<file path="src/rtl/ppu_pkg.sv">
// Shared PPU definitions for the sprite evaluator slice.
//   OAM_ENTRIES  : entries scanned per scanline evaluation
//   MAX_SPRITES  : result slots kept per scanline
//   oam_entry_t  : one 32-bit OAM entry {y, tile, attr, x}
//   eval_state_t : evaluator FSM states
package ppu_pkg;
  localparam int OAM_ENTRIES = 64;
  localparam int MAX_SPRITES = 8;

  typedef struct packed {
    logic [7:0] y;
    logic [7:0] tile;
    logic [7:0] attr;
    logic [7:0] x;
  } oam_entry_t;

  typedef enum logic [1:0] {
    ST_IDLE  = 2'd0,
    ST_SCAN  = 2'd1,
    ST_FLUSH = 2'd2,
    ST_DONE  = 2'd3
  } eval_state_t;
endpackage

</file>
<file path="src/rtl/sprite_range_check.sv">
// Combinational vertical range test for one sprite.
//   i_y        : sprite top line
//   i_scanline : line being evaluated
//   i_size_16  : 1 = 16-line sprite, 0 = 8-line sprite
//   o_hit      : sprite covers the scanline
//   o_row      : row inside the sprite (meaningful only when o_hit)
module sprite_range_check (
  input  logic [7:0] i_y,
  input  logic [7:0] i_scanline,
  input  logic       i_size_16,
  output logic       o_hit,
  output logic [3:0] o_row
);
  logic [8:0] w_diff;
  logic [8:0] w_height;

  // 9-bit difference; the >= test below keeps it from being used wrapped.
  assign w_diff   = {1'b0, i_scanline} - {1'b0, i_y};
  assign w_height = i_size_16 ? 9'd16 : 9'd8;
  assign o_hit    = (i_scanline >= i_y) && (w_diff < w_height);
  assign o_row    = w_diff[3:0];
endmodule

</file>
<file path="src/rtl/sprite_evaluator.sv">
// Scanline sprite evaluator: scans every OAM entry once per request and
// keeps the first MAX_SPRITES entries that cover the requested scanline.
//   clk, reset           : clock, synchronous active-high reset
//   start                : one-cycle request (honoured in IDLE only)
//   scanline, sprite_size_16 : target line and sprite height, latched on start
//   oam_read_addr/data   : OAM read port, data one cycle after address
//   busy, done           : evaluation in progress / one-cycle completion pulse
//   sprite_count, overflow : number of stored hits / more hits than slots
//   sel_index -> sel_entry, sel_row : combinational result slot read
//   dbg_state            : current FSM state
module sprite_evaluator #(
  parameter int OAM_ENTRIES = ppu_pkg::OAM_ENTRIES,
  parameter int MAX_SPRITES = ppu_pkg::MAX_SPRITES
) (
  input  logic                 clk,
  input  logic                 reset,
  input  logic                 start,
  input  logic [7:0]           scanline,
  input  logic                 sprite_size_16,
  output logic [5:0]           oam_read_addr,
  input  logic [31:0]          oam_read_data,
  output logic                 busy,
  output logic                 done,
  output logic [3:0]           sprite_count,
  output logic                 overflow,
  input  logic [2:0]           sel_index,
  output logic [31:0]          sel_entry,
  output logic [3:0]           sel_row,
  output ppu_pkg::eval_state_t dbg_state
);
  import ppu_pkg::*;

  localparam int         SLOT_W     = $clog2(MAX_SPRITES);
  localparam logic [5:0] LAST_ADDR  = 6'(OAM_ENTRIES - 1);
  localparam logic [3:0] SLOT_LIMIT = 4'(MAX_SPRITES);

  eval_state_t r_state;
  eval_state_t w_state_next;
  logic [5:0]  r_addr;
  logic        r_eval_valid;
  logic [7:0]  r_scanline;
  logic        r_size_16;
  logic [3:0]  r_count;
  logic        r_overflow;
  oam_entry_t  r_slot_entry [MAX_SPRITES];
  logic [3:0]  r_slot_row   [MAX_SPRITES];

  oam_entry_t  w_entry;
  logic        w_hit;
  logic [3:0]  w_row;
  logic        w_accept;
  logic        w_store;

  assign w_entry  = oam_entry_t'(oam_read_data);
  assign w_accept = (r_state == ST_IDLE) && start;
  // A hit is kept only while a free slot remains; later hits only flag overflow.
  assign w_store  = r_eval_valid && w_hit && (r_count < SLOT_LIMIT);

  sprite_range_check u_range_check (
    .i_y        (w_entry.y),
    .i_scanline (r_scanline),
    .i_size_16  (r_size_16),
    .o_hit      (w_hit),
    .o_row      (w_row)
  );

  always_ff @(posedge clk) begin
    if (reset) r_state <= ST_IDLE;
    else       r_state <= w_state_next;
  end

  always_comb begin
    w_state_next = r_state;
    busy         = 1'b1;
    done         = 1'b0;
    case (r_state)
      ST_IDLE: begin
        busy = 1'b0;
        if (start) w_state_next = ST_SCAN;
      end
      ST_SCAN:  if (r_addr == LAST_ADDR) w_state_next = ST_FLUSH;
      ST_FLUSH: w_state_next = ST_DONE;
      ST_DONE: begin
        done         = 1'b1;
        w_state_next = ST_IDLE;
      end
      default: w_state_next = ST_IDLE;
    endcase
  end

  always_ff @(posedge clk) begin
    if (reset) begin
      r_addr       <= 6'd0;
      r_eval_valid <= 1'b0;
      r_scanline   <= 8'd0;
      r_size_16    <= 1'b0;
      r_count      <= 4'd0;
      r_overflow   <= 1'b0;
    end else begin
      // The address presented during a SCAN cycle has its data next cycle,
      // so the final entry is evaluated during FLUSH.
      r_eval_valid <= (r_state == ST_SCAN);
      r_addr       <= (r_state == ST_SCAN && r_addr != LAST_ADDR) ? r_addr + 6'd1 : 6'd0;
      if (w_accept) begin
        r_count    <= 4'd0;
        r_overflow <= 1'b0;
        r_scanline <= scanline;
        r_size_16  <= sprite_size_16;
      end else if (r_eval_valid && w_hit) begin
        if (r_count < SLOT_LIMIT) r_count    <= r_count + 4'd1;
        else                      r_overflow <= 1'b1;
      end
    end
  end

  // Slot storage is not reset; sprite_count bounds what is visible.
  always_ff @(posedge clk) begin
    if (!reset && w_store) begin
      r_slot_entry[r_count[SLOT_W-1:0]] <= w_entry;
      r_slot_row[r_count[SLOT_W-1:0]]   <= w_row;
    end
  end

  always_comb begin
    sel_entry = 32'hFFFF_FFFF;
    sel_row   = 4'd0;
    if ({1'b0, sel_index} < r_count) begin
      sel_entry = r_slot_entry[sel_index[SLOT_W-1:0]];
      sel_row   = r_slot_row[sel_index[SLOT_W-1:0]];
    end
  end

  assign oam_read_addr = r_addr;
  assign sprite_count  = r_count;
  assign overflow      = r_overflow;
  assign dbg_state     = r_state;
endmodule

</file>
<file path="config.mk">
export PLATFORM = sky130hd
export DESIGN_NAME = sprite_evaluator
export DESIGN_NICKNAME = d
export VERILOG_FILES = /design/src/rtl/ppu_pkg.sv /design/src/rtl/sprite_range_check.sv /design/src/rtl/sprite_evaluator.sv
export SDC_FILE = /design/constraint.sdc
export NUM_CORES = 1
export LEC_CHECK = 0
export ABC_AREA = 1
export BUFFER_PORTS_ARGS = -buffer_cell sky130_fd_sc_hd__buf_2
export CAP_MARGIN = 20
export CORE_UTILIZATION = 39
export CTS_BUF_LIST = sky130_fd_sc_hd__clkbuf_16
export CTS_CLUSTER_SIZE = 24
export DETAILED_ROUTE_END_ITERATION = 10
export MAX_ROUTING_LAYER = met4
export PLACE_DENSITY = 0.64
export RECOVER_POWER = 50
export SYNTH_ARGS = -nofsm -noshare
export SYNTH_HDL_FRONTEND = slang
export SYNTH_SLANG_ARGS = --single-unit
</file>
<file path="constraint.sdc">
create_clock -name clk -period 4.7 [get_ports clk]
set_input_delay 0.47 -clock clk [delete_from_list [all_inputs] [get_ports clk]]
set_output_delay 0.47 -clock clk [all_outputs]
set_load 0.02 [all_outputs]
</file>
==> impl_results.rst <==
.. list-table::
   :header-rows: 1

   * - Metric
     - Value
   * - TritonCTS clock tree
     - done
   * - Clock Sinks
     - 311
   * - Number of enable flip-flop cells after synthesis
     - 288
   * - Average footprint of a synthesized cell
     - 12.1 sq um
   * - WP data arrival
     - 3810 ps
   * - Clock root cell
     - sky130_fd_sc_hd__clkbuf_16
   * - Hold wc startpoint
     - scanline[7]
   * - Post-synth net total
     - 1114
   * - Endpoint of the most critical register-to-register path
     - r_slot_entry[7][25]$_DFFE_PP_
   * - Worst hold slack across all endpoints
     - 184 ps
   * - Launching element of the worst setup path
     - r_scanline[0]$_SDFFE_PP0P_
   * - Floorplan row count
     - 65
   * - Die width
     - 182 um
   * - Initial drt markers
     - 736
   * - RSZ-0062 raised after global routing
     - false
   * - Number of optimization iterations in the first detailed-route pass
     - 5
   * - Run status
     - finished clean
   * - Via count of the first global-routing pass
     - 8196
   * - Least-Margin Pin Slew
     - 970 ps
   * - Post-synthesis cell type with the largest combined area
     - sky130_fd_sc_hd__edfxtp_1
   * - Via-per-instance ratio
     - 5.24
   * - Share of synthesized flip-flops with an asynchronous set or reset
     - 0%
   * - Inst Count DP
     - 1537
   * - Number of top-level pins
     - 98
   * - Synthesis warning total
     - 0
   * - Share of the synthesized area in compound gates (AO/OA/AOI/OAI)
     - 10.7%
   * - Setup WS post-layout
     - 1070 ps
   * - Basic-gate share of the synthesized area counting and, or, nand and nor cells
     - 11.8%
   * - Max Cap Violations
     - 0
   * - Initial antenna violation count
     - 1
   * - Portion of netlist area occupied by mux cells
     - 0%
   * - Data required time at the worst endpoint
     - 4880 ps
   * - Synthesized area
     - 12700 sq um
   * - Endpoint of the worst setup timing path
     - r_slot_entry[7][25]$_DFFE_PP_
   * - Count of distinct cell types in the synthesized netlist
     - 41
   * - Met3 Usage GRT
     - 3.07%
   * - CTS resizes
     - 0
   * - Worst slew slack as a fraction of its limit
     - 35.1%
   * - Global-route track usage on met1
     - 23.6%
   * - Max Transition Viols Final
     - 0
   * - Later-pin clock latency in the skew report
     - 560 ps
   * - Sequential share of the synthesized area
     - 71.7%
   * - Final setup skew
     - 24.2 ps
   * - Most frequently used flop master after synthesis
     - sky130_fd_sc_hd__edfxtp_1
   * - Main combinational cell family by area after synthesis
     - simple AND/OR/NAND/NOR gates
   * - Commonest cells in the synthesized netlist
     - sky130_fd_sc_hd__edfxtp_1, sky130_fd_sc_hd__nor2_1, sky130_fd_sc_hd__o21ai_0
   * - First-pass GRT wire length
     - 45.4 mm
   * - Global Route Usage Sum
     - 18.0%
   * - Worst-path maximum fanout
     - 36
   * - Beginning of the worst register-to-register path
     - r_scanline[0]$_SDFFE_PP0P_
   * - Worst-path clk slew
     - 60 ps
   * - Type of the worst min-delay path
     - in2reg
   * - Final setup violating endpoints
     - 0
   * - Layout cells sized above 1
     - 11.8%
   * - Power consumption
     - 0.00647 W
   * - Routed WL
     - 28.8 mm
   * - Largest net degree at the start of global routing
     - 85
   * - Nets@finish
     - 1201
   * - Effective utilization at floorplan
     - 39.9%
   * - Port Buffers
     - 97
   * - Detailed-route via count
     - 8352
   * - Most frequently used cell type in the post-synthesis netlist
     - sky130_fd_sc_hd__edfxtp_1
   * - Arithmetic-cell share of the synthesized area counting full adders, half adders and majority gates
     - 1.93%
   * - Core Area
     - 31800 sq um
   * - Total power per unit cell area
     - 440 nW/um^2
   * - Upper clock frequency limit
     - 0.275 GHz
   * - Cells on worst reg2reg path
     - 17
   * - Leading post-synthesis cells by cell area
     - sky130_fd_sc_hd__edfxtp_1, sky130_fd_sc_hd__o21ai_0, sky130_fd_sc_hd__nor2_1
   * - Routed Antenna Nets
     - 0
   * - Flip-flop and latch count after synthesis
     - 311
   * - Fin crit share
     - 77.3%
   * - Setup Buffers After CTS
     - 0
   * - Post-detailed-route wirelength per cell
     - 18.1 um
   * - Overall die height
     - 182 um
   * - Synthesized-area fraction occupied by xor and xnor cells
     - 0.276%
   * - Count of unresolved DRC violations after routing
     - 0
   * - Maximum clock insertion buffer count
     - 3
   * - GRT Residual Overflow
     - 0
   * - Kind of critical path
     - reg2reg
   * - Post-cts hold buffer count
     - 0
   * - Fin cells
     - 1595
   * - Layout area overhead
     - 15.8%
   * - Sort of element at the end of the critical path
     - register
   * - Met2 global-route usage
     - 29.1%
   * - IR Drop Worst-Case VDD
     - 0.272 mV
   * - Minimum period implied by the final worst setup slack
     - 3630 ps
   * - CTS Buf Count
     - 31
   * - Leak pwr
     - 5.04 nW
   * - Number of standard cells after synthesis
     - 1048
   * - Final hold viol count
     - 0
   * - R2r setup slk
     - 1070 ps
   * - Worst slack at placement
     - 966 ps
   * - Max H-tree Level
     - 1
   * - Placer's final routability congestion estimate
     - 0.815
   * - Sum of net half-perimeters after detailed placement
     - 16.2 mm
   * - Overall die area
     - 33300 sq um
   * - Nature of the critical path startpoint
     - register
   * - Highest-utilization routing layer at the global route stage
     - met2
   * - Post-synth top area share
     - 68.1%
==> routing by layer <==
metal	vias up	share of wire, %
met1	4096	44
met4	0	1.9
met2	270	48
met5	-	0
met3	44	6.4
li1	3942	-
==> cells by family after synthesis <==
group,Yosys count
AOI/OAI and AO/OA,240
xor gates and xnor gates,4
adders and majority gates,19
buffers and inverters,114
DFF,311
and+or+nand+nor,360
==> how the worst min path moves through the flow <==
stage / to / slack [ps] / cells after the start
2_1_floorplan: r_scanline[0]$_SDFFE_PP0P_ / 430 / 2
3_3_place_gp: r_scanline[0]$_SDFFE_PP0P_ / 450 / 2
3_5_place_dp: r_scanline[0]$_SDFFE_PP0P_ / 460 / 2
4_1_cts: r_scanline[7]$_SDFFE_PP0P_ / 160 / 3
5_1_grt: r_scanline[7]$_SDFFE_PP0P_ / 190 / 3
6_report: r_scanline[7]$_SDFFE_PP0P_ / 180 / 3
==> report_power, final <==
| part | internal (W) | switching (W) | total, W |
|---|---|---|---|
| Sequential | 0.00310 | 0.0000234 | 0.00312 |
| Combinational | 0.000205 | 0.000484 | 0.000689 |
| Clock | 0.00164 | 0.00102 | 0.00266 |
| Total | 0.00494 | 0.00153 | 0.00647 |
==> placed cells by master (no fill, tap or decap), drive strengths merged, types with 18 or more instances in the layout <==
cell and instances:
inv 58, edfxtp 288, nor2 165, o21ai 140
ha 18, dfxtp 23, a21oi 20, clkbuf 78
buf 67, nand3 47, nand2 134, o22ai 64
==> layout make-up <==
class,instances,area (sq um)
clock inverter,26,333
multi-input combinational,623,3170
sequential,311,9110
tap,435,544
inverter,54,205
timing repair buffer,114,569
antenna,1,2.50
fill,2844,17100
clock buffer,31,776
==> stage by stage <==
step	TNS (ps)	instance area, sq um	util (%)
floorplan	-40090	12700	-
global placement	0	13700	43.0
detailed placement	0	13700	43.0
CTS	0	14800	46.5
global route	0	14700	46.3
finish	0	14700	46.3
==> registers in the layout, summed over array words and instances (netlist names) <==
register,flops
r_slot_entry,256
r_size_16,1
dbg_state,2
r_scanline,8
oam_read_addr,6
r_slot_row,32
r_eval_valid,1
sprite_count,4
overflow,1
==> critical path, cell delays in order, from the launching register on <==
cell	delay, ps
sky130_fd_sc_hd__dfxtp_1	300
sky130_fd_sc_hd__inv_1	50
sky130_fd_sc_hd__ha_1	200
sky130_fd_sc_hd__fa_1	410
sky130_fd_sc_hd__inv_1	70
sky130_fd_sc_hd__nand2_1	40
sky130_fd_sc_hd__nand2_1	90
sky130_fd_sc_hd__nand2_1	70
sky130_fd_sc_hd__xnor2_1	140
sky130_fd_sc_hd__ha_1	180
sky130_fd_sc_hd__nor2_1	120
sky130_fd_sc_hd__nand3_2	80
sky130_fd_sc_hd__nor2_1	280
sky130_fd_sc_hd__nand3_1	370
sky130_fd_sc_hd__nor2_2	170
sky130_fd_sc_hd__nand2_1	100
sky130_fd_sc_hd__nor2_4	70
sky130_fd_sc_hd__buf_4	500
(Power assumes the default switching activity.)
